$ cat src/rtl/memory_arbiter.sv
// Single-port memory bus arbiter between instruction fetch and load/store traffic.
// Data has priority over fetch, with a starvation limit so that fetch still gets the bus.
module memory_arbiter #(
  parameter int FETCH_PRIORITY_LIMIT = 4
) (
  input  logic        clock,
  input  logic        reset,
  input  logic        fetchRequest,
  input  logic [31:0] fetchAddress,
  output logic        fetchReady,
  output logic [31:0] fetchData,
  input  logic        dataRequest,
  input  logic        dataWrite,
  input  logic [31:0] dataAddress,
  input  logic [31:0] dataWriteData,
  input  logic [3:0]  dataByteEnable,
  output logic        dataReady,
  output logic [31:0] dataReadData,
  input  logic        flush,
  output logic        memoryRequest,
  output logic        memoryWrite,
  output logic [31:0] memoryAddress,
  output logic [31:0] memoryWriteData,
  output logic [3:0]  memoryByteEnable,
  input  logic        memoryAcknowledge,
  input  logic [31:0] memoryReadData,
  output logic        stallControl
);

  localparam logic [1:0] S_IDLE  = 2'd0;
  localparam logic [1:0] S_FETCH = 2'd1;
  localparam logic [1:0] S_DATA  = 2'd2;
  localparam logic [1:0] S_DRAIN = 2'd3;

  localparam logic [3:0] LIMIT = 4'(FETCH_PRIORITY_LIMIT);

  logic [1:0]  state_q, state_d;
  logic [3:0]  starve_q, starve_d;
  logic        mem_req_q, mem_req_d;
  logic        mem_we_q, mem_we_d;
  logic [31:0] mem_addr_q, mem_addr_d;
  logic [31:0] mem_wdata_q, mem_wdata_d;
  logic [3:0]  mem_be_q, mem_be_d;

  logic fetch_eligible;
  logic data_wins;

  assign fetch_eligible = fetchRequest && !flush;
  assign data_wins      = dataRequest && (!fetch_eligible || (starve_q < LIMIT));

  always_comb begin
    state_d     = state_q;
    starve_d    = starve_q;
    mem_req_d   = mem_req_q;
    mem_we_d    = mem_we_q;
    mem_addr_d  = mem_addr_q;
    mem_wdata_d = mem_wdata_q;
    mem_be_d    = mem_be_q;

    case (state_q)
      S_IDLE: begin
        if (!fetchRequest) begin
          starve_d = '0;
        end
        if (data_wins) begin
          state_d     = S_DATA;
          mem_req_d   = 1'b1;
          mem_we_d    = dataWrite;
          mem_addr_d  = dataAddress;
          mem_wdata_d = dataWriteData;
          mem_be_d    = dataWrite ? dataByteEnable : 4'hF;
          // Count only grants that made a waiting fetch lose; saturate at the limit.
          if (fetchRequest && (starve_q < LIMIT)) begin
            starve_d = starve_q + 4'd1;
          end
        end else if (fetch_eligible) begin
          state_d     = S_FETCH;
          mem_req_d   = 1'b1;
          mem_we_d    = 1'b0;
          mem_addr_d  = fetchAddress;
          mem_wdata_d = '0;
          mem_be_d    = 4'hF;
          starve_d    = '0;
        end
      end
      S_FETCH: begin
        if (memoryAcknowledge) begin
          state_d   = S_IDLE;
          mem_req_d = 1'b0;
          mem_we_d  = 1'b0;
        end else if (flush) begin
          state_d = S_DRAIN;
        end
      end
      S_DATA, S_DRAIN: begin
        if (memoryAcknowledge) begin
          state_d   = S_IDLE;
          mem_req_d = 1'b0;
          mem_we_d  = 1'b0;
        end
      end
      default: begin
        state_d   = S_IDLE;
        mem_req_d = 1'b0;
        mem_we_d  = 1'b0;
      end
    endcase
  end

  always_ff @(posedge clock) begin
    if (!reset) begin
      state_q     <= S_IDLE;
      starve_q    <= '0;
      mem_req_q   <= 1'b0;
      mem_we_q    <= 1'b0;
      mem_addr_q  <= '0;
      mem_wdata_q <= '0;
      mem_be_q    <= '0;
    end else begin
      state_q     <= state_d;
      starve_q    <= starve_d;
      mem_req_q   <= mem_req_d;
      mem_we_q    <= mem_we_d;
      mem_addr_q  <= mem_addr_d;
      mem_wdata_q <= mem_wdata_d;
      mem_be_q    <= mem_be_d;
    end
  end

  assign memoryRequest    = mem_req_q;
  assign memoryWrite      = mem_we_q;
  assign memoryAddress    = mem_addr_q;
  assign memoryWriteData  = mem_wdata_q;
  assign memoryByteEnable = mem_be_q;

  // A flush in the acknowledge cycle discards the fetch response.
  assign fetchReady   = reset && (state_q == S_FETCH) && memoryAcknowledge && !flush;
  assign dataReady    = reset && (state_q == S_DATA) && memoryAcknowledge;
  assign fetchData    = memoryReadData;
  assign dataReadData = memoryReadData;

  assign stallControl = reset && ((fetchRequest && !fetchReady && !flush) ||
                                  (dataRequest && !dataReady));

endmodule

$ cat config.mk
export PLATFORM = sky130hd
export DESIGN_NAME = memory_arbiter
export DESIGN_NICKNAME = d
export VERILOG_FILES = /design/src/rtl/memory_arbiter.sv
export SDC_FILE = /design/constraint.sdc
export NUM_CORES = 1
export LEC_CHECK = 0
export ABC_AREA = 1
export CORE_MARGIN = 5
export CORE_UTILIZATION = 30
export CTS_BUF_LIST = sky130_fd_sc_hd__clkbuf_4 sky130_fd_sc_hd__clkbuf_8
export CTS_CLUSTER_DIAMETER = 80
export DETAILED_ROUTE_END_ITERATION = 12
export PLACE_DENSITY_LB_ADDON = 0.1
export SYNTH_ARGS = -nofsm -noshare
export SYNTH_HDL_FRONTEND = slang
export SYNTH_SLANG_ARGS = --single-unit
$ cat constraint.sdc
create_clock -name clock -period 3.96 [get_ports clock]
set_clock_uncertainty 0.05 [all_clocks]
set_input_delay 0.594 -clock clock [delete_from_list [all_inputs] [get_ports clock]]
set_output_delay 0.594 -clock clock [all_outputs]
set_load 0.02 [all_outputs]
* Yosys cells after proc, flatten, opt, wreduce, memory -nomap -nowiden
Cells that the tools add are included.
** Storage, ports and cells
- Bits of input ports :: 139
- Flip-flop bits (word level) :: 76
** Operators by class
- Reductions and logical operators :: 25
- Magnitude comparators :: 1
- Add/sub/neg operators :: 1
- Equality and inequality tests :: 7
- Mux-type cells :: 24
** Operators by type and width (number)
- $mux 32 :: 4
- $mux 4 :: 7
- $logic_and 1x1->1 :: 12
- $mux 2 :: 5
- $ne 3x3->1 const B :: 2
- $pmux 2 s3 :: 1
- $mux 1 :: 5
- $add 4x1->4 const B :: 1
- $eq 2x2->1 const B :: 2
- $logic_not 1->1 :: 4
- $lt 4x3->1 const B :: 1
- $pmux 1 s2 :: 2
- $reduce_and 2->1 :: 2
- $reduce_and 3->1 :: 1
- $reduce_or 3->1 :: 1
- $eq 2x1->1 const B :: 1
- $logic_not 2->1 :: 1
- $logic_or 1x1->1 :: 2
- $ne 2x1->1 const B :: 1
- $ne 2x2->1 const B :: 1
- $reduce_bool 2->1 :: 1
- $reduce_or 2->1 :: 1

* Longest topological paths before layout
Gate-level depths: netlist of run 1.
- Depth after elaboration :: 9
- Gate-level depth with buffers :: 10
- Mapped depth without buffers :: 9

* Worst setup path after synthesis of run 1
No wires, ideal clock.
- Path kind :: input to output
- Start point :: input reset
- End point :: output stallControl
- Required time :: 3.316 ns
- Cell stages on the path :: 4
- Setup slack :: 1.947 ns
- Data arrival time :: 1.369 ns
- Cells stage by stage :: buf_2 > inv_2 > clkbuf_1 > a21oi_1
** On the way
- Longest elaborated chain between the ends :: 8
** RTL lines
- from (decl) :: RTL line 7 : input logic reset,
- $logic_and 1x1->1 (3 in a row) :: RTL line 137 : assign fetchReady = reset && (state_q == S_FETCH) && memoryAcknowledge && !flush;
- $logic_not 1->1 :: RTL line 142 : assign stallControl = reset && ((fetchRequest && !fetchReady && !flush) ||
- $logic_and 1x1->1 (2 in a row) :: RTL line 142
- $logic_or 1x1->1 :: RTL line 142
- $logic_and 1x1->1 (*) :: RTL line 142
- to (decl) :: RTL line 27 : output logic stallControl
Every way passes the cells marked *; elsewhere a longest branch is shown, timed or not.

* Final worst setup path of run 1
Ends and elaborated chain as after synthesis.

==> results_dict.tcl, run 1 <==
set metrics [dict create \
    post-place-ws_ps 1090 \
    fp.dieArea_um2 15400 \
    cap_viol_max_count 0 \
    synth_ff_type "dfxtp_1" \
    grt_pass1_wl_um 19600 \
    cts_resized 0 \
    hold_viol_final 0 \
    tritoncts "done" \
    cts.hold.buffers_added 0 \
    multi_input_area_um2 1550 \
    crit_type "in2out" \
    leakagePower_nw 2.38 \
    status "complete, no violations" \
    clk_latency_ps 360 \
    cp-end-kind "primary output" \
    io_buffers 179 \
    insertedDiodeCount 0 \
    crit_chain "clkdlybuf4s50_1 -> nand2_1 -> o21ai_0 -> a21oi_1 -> clkdlybuf4s50_1" \
    tightest_slew_ps 773 \
    clockBufferDepth 2 \
    seq_area_frac_synth_pct 38.9 \
    power.density_nw_per_um2 456 \
    antenna_found_initial 0 \
    grt_pass1_vias 3639 \
    grt_usage_pct 15.6 \
    fill_cells 1364 \
    syn_avg_cell_area_um2 6.79 \
    hold_path_class "reg2reg" \
    ir_drop_mv 0.176 \
    fin_util_pct 43.3 \
    synth_edf_count 0 \
    cts_buffers 9 \
    timing.final.ws_setup_ps 1080 \
    ys_async_sr_fraction_pct 0 \
    grt_max_degree 70 \
    rsz0062_at_grt "false" \
    finalWeightedCongestion 0.820 \
    ff_latch_area_um2 1520 \
    r2r_start "starve_q[3]" \
    critPathMaxFanout 10 \
    area_growth_pct 40.7 \
    postRouteAntennaNets 0 \
    viasPerCell 4.31 \
    crit_path_top_delay_cell "clkdlybuf4s50_1" \
    slew-limit-headroom_pct 48.5 \
    yosysUniqueCellTypes 23 \
    firstDrtPassIters 4 \
    cp_num_buf_inv 2 \
    worst_path_most_repeated_cell "clkdlybuf4s50_1" \
    syn_nets 716 \
    cts-htree-levels 3 \
    die_h_um 124 \
    rows 41 \
    min_period_over_period_pct 72.9 \
    pin_count 276 \
    stdcell_area_um2 5510 \
    synth_warnings 0 \
    postSynthCellCount 576 \
    regToRegSetupSlack_ps 1920 \
    dieWidth_um 124 \
    globalRoute.totalOverflow 0 \
    placed_area_um2 5280 \
    floorplan.initialDensity_pct 30.8 \
    cts_sinks 76 \
    clockRootBuffer "clkbuf_8" \
    nets 817 \
    setup_viol 0 \
    clk_pin_slew_worst_paths_ps 80 \
    ys_ff_latch 76 \
    p_total_mw 2.51 \
    layout-drive-gt1-share_pct 4.55 \
    tns_ps 0 \
    slew_viol_final 0 \
    critPathLaunch "reset" \
    syn_area_um2 3910 \
    crit_arrival_ps 2240 \
    critPathRequiredTime_ps 3320 \
    post_cts_buffers 0 \
    hpwl_um 8910 \
    slowest_delay_ps 620 \
    wl_um 12300 \
    hp-start "starve_q[3]" \
    drc 0 \
    core_um2 12700 \
    drt-initial-drc-count 137 \
    clock.fmax_ghz 0.347 \
    crit_family "buffers and inverters" \
    period_needed_ps 2880 \
    vias 3684 \
    post_drt_wl_per_cell_um 14.4 \
    start_kind "input port" \
]
-- synth_stat cells (2+ instances only) --
cell type,count,area share [%]
a21oi_1,37,4.7
nor2_1,85,8.2
buf_4,66,13
inv_1,42,4.0
nand3_1,37,4.7
buf_6,10,2.9
nand2_2,2,0.32
nand2_1,184,18
inv_2,3,0.29
buf_2,5,0.64
dfxtp_1,76,39
nand2_4,2,0.58
clkbuf_1,10,0.96
o21ai_0,8,1.0
-- layout by cell type, fill, tap and decap left out --
cell	count
clkinvlp_4	2
nand2_2	2
nor2_1	85
or2_2	1
inv_6	1
dfxtp_1	76
inv_2	3
nand4_1	1
nor2_8	1
o211ai_1	1
inv_1	42
nand2_4	2
nor2_4	1
ha_1	1
nand2_8	1
bufinv_16	2
buf_4	1
inv_4	1
clkdlybuf4s50_1	179
nand2_1	184
clkbuf_4	1
nand3_1	37
nor2_2	1
o21ai_0	8
buf_12	1
a21oi_1	37
clkbuf_8	10
-- worst register-to-register path, delay by kind of cell, from the launching register on --
family                 cells  cell delay, ps
and+or+nand+nor            7            1540
DFF                        1             320
buffers and inverters      1              50
-- through the flow --
step                      instances  hold slack [ps]
after floorplan                 576              367
after global placement          838              381
after detailed placement        838              382
after CTS                       854              397
after global routing            854              413
final                           854              397
-- metal layers --
layer | up-vias | global-route usage [%] | routed length [um] | part of all wire [%]
met4 | 0 | 7.74 | 374 | 3.0
met2 | 115 | 26.3 | 5980 | 49
met5 | - | 0 | 0 | 0
met3 | 39 | 5.62 | 921 | 7.5
li1 | 1891 | - | - | -
met1 | 1639 | 17.2 | 5010 | 41
-- report_power, final --
group | internal (mW) | switching [mW] | total, mW
Sequential | 0.875 | 0.0593 | 0.935
Combinational | 0.401 | 0.492 | 0.893
Clock | 0.381 | 0.300 | 0.681
Total | 1.66 | 0.851 | 2.51
-- final cells by class --
type	count	area share (%)
clock buffer	11	2.64
clock inverter	5	1.52
inverter	46	3.18
tap	172	3.91
sequential	76	27.6
multi-input combinational	363	28.1
timing repair buffer	181	33.0
-- sequential cells by signal, summed over array words and instances, names as in the netlist --
signal,cells
memoryWrite,1
state_q,2
memoryAddress,32
memoryRequest,1
starve_q,4
memoryWriteData,32
memoryByteEnable,4
-- final timing paths --
kind                              end  depth (start not counted)
setup reg to reg  memoryByteEnable[1]                          8
setup / recovery         stallControl                          5
hold reg to reg           starve_q[3]                          2
hold / removal            starve_q[3]                          2
-- logic make-up (layout without fill, tap and decap cells) --
logic type	Yosys count	after routing	share of synthesized area (%)
adder cells (fa/ha/maj)	1	1	0.320
AO/OA/AOI/OAI	46	46	5.95
AND/OR/NAND/NOR	316	316	33.2
flip-flops	76	76	38.9
buffers and inverters	137	243	21.6
Note: power is estimated with default switching activity, not from simulation.
==> run 2, diff against run 1 <==
Clock period 3.96 ns to 3 ns, I/O delays scaled along.
==> run 2 against run 1 <==
Utilization rose by 0.23 points. First-iteration DRC count rose by 5.8%. Cell count rose by 0.23%. Critical path type unchanged. Combinational power rose by 34%. Hold slack improved by 2.1 ps. Largest power group unchanged. Register-to-register slack got worse by 810 ps. Die area did not move.
==> results_dict.tcl, run 2 (same netlist as run 1, synthesis figures left out) <==
set metrics [dict create \
    cts_sinks 76 \
    hold_viol_final 0 \
    area_growth_pct 41.4 \
    crit_chain "clkdlybuf4s50_1 -> inv_2 -> nor2_2 -> nand2_1 -> a21oi_1 -> clkdlybuf4s50_1" \
    hold_path_class "reg2reg" \
    insertedDiodeCount 0 \
    clk_latency_ps 360 \
    tns_ps 0 \
    cts.hold.buffers_added 0 \
    tightest_slew_ps 782 \
    tritoncts "done" \
    fp.dieArea_um2 15400 \
    critPathMaxFanout 5 \
    post_drt_wl_per_cell_um 14.2 \
    clockRootBuffer "clkbuf_8" \
    layout-drive-gt1-share_pct 4.82 \
    io_buffers 179 \
    fin_util_pct 43.5 \
    worst_path_most_repeated_cell "clkdlybuf4s50_1" \
    slew-limit-headroom_pct 47.9 \
    crit_path_top_delay_cell "clkdlybuf4s50_1" \
    layout_commonest_cell "nand2_1" \
    drc 0 \
    nets 820 \
    post_cts_buffers 0 \
    grt_usage_pct 15.5 \
    fill_cells 1386 \
    clockBufferDepth 2 \
    floorplan.initialDensity_pct 30.8 \
    vias 3662 \
    cts_resized 0 \
    cp-end-kind "primary output" \
    ir_drop_mv 0.204 \
    globalRoute.totalOverflow 0 \
    grt_pass1_vias 3661 \
    rows 41 \
    layout_common_cells "nand2_1 (184), clkdlybuf4s50_1 (179), nor2_1 (85)" \
    setup_viol 0 \
    antenna_found_initial 0 \
    cts_buffers 9 \
    crit_type "in2out" \
    drt-initial-drc-count 145 \
    timing.final.ws_setup_ps 423 \
    cts-htree-levels 3 \
    post-place-ws_ps 432 \
    hpwl_um 8950 \
    slowest_delay_ps 630 \
    p_total_mw 3.31 \
    hold_ws_ps 399 \
    period_needed_ps 2580 \
    cap_viol_max_count 0 \
    critPathRequiredTime_ps 2500 \
    min_period_over_period_pct 85.9 \
    clk_pin_slew_worst_paths_ps 80 \
    clock.fmax_ghz 0.388 \
    grt_max_degree 70 \
    postRouteAntennaNets 0 \
    status "complete, no violations" \
    slew_viol_final 0 \
    rsz0062_at_grt "false" \
    firstDrtPassIters 4 \
    power.density_nw_per_um2 599 \
    core_um2 12700 \
    ff_latch_area_um2 1520 \
    start_kind "input port" \
    leakagePower_nw 2.40 \
    viasPerCell 4.28 \
    die_h_um 124 \
    finalWeightedCongestion 0.795 \
    multi_input_area_um2 1550 \
    pin_count 276 \
    crit_arrival_ps 2080 \
    wl_um 12100 \
    grt_pass1_wl_um 19400 \
    dieWidth_um 124 \
]
-- run 2: changes by cell type in the layout (fill, tap and decap cells not counted) --
cell | before | now
clkinvlp_4 | 2 | 1
clkbuf_4 | 1 | 0
buf_4 | 1 | 3
buf_12 | 1 | 2
clkinv_4 | 0 | 1
-- run 2: critical path: cells and delay by family --
family / cells / cell delay [ps]
buffers and inverters: 3 / 1290
and+or+nand+nor: 2 / 200
AOI/OAI and AO/OA: 1 / 130
-- run 2: path summary, 6_finish.rpt --
kind | from | end | slack (ps) | cells after the start
setup / recovery | fetchRequest | stallControl | 420 | 6
hold / removal | starve_q[3] | starve_q[3] | 400 | 2
setup reg to reg | starve_q[3] | memoryWriteData[20] | 1110 | 8
hold reg to reg | starve_q[3] | starve_q[3] | 400 | 2
-- run 2: routing by layer --
metal	vias up	routed length, um	track usage (%)
li1	1902	-	-
met1	1607	5080	17.9
met2	114	5870	25.6
met3	39	812	5.06
met4	0	374	7.48
met5	-	0	0
-- run 2: report_power, final --
group	switching (mW)	internal, mW
Sequential	0.0785	1.16
Combinational	0.650	0.546
Clock	0.392	0.491
Total	1.12	2.19
-- run 2: per-stage QoR --
stage	instance area, um2	cells
4_1_cts	5530	856
2_1_floorplan	3910	576
5_1_grt	5530	856
6_report	5530	856
3_5_place_dp	5310	841
3_3_place_gp	5310	841
-- run 2: layout make-up --
class,count,share of cell area (%)
repair buffers,184,33.5
multi-input cells,363,27.9
flip-flops and latches,76,27.5
well taps,172,3.89
inverters,46,3.17
clock buffers,10,2.49
clock inverters,5,1.54
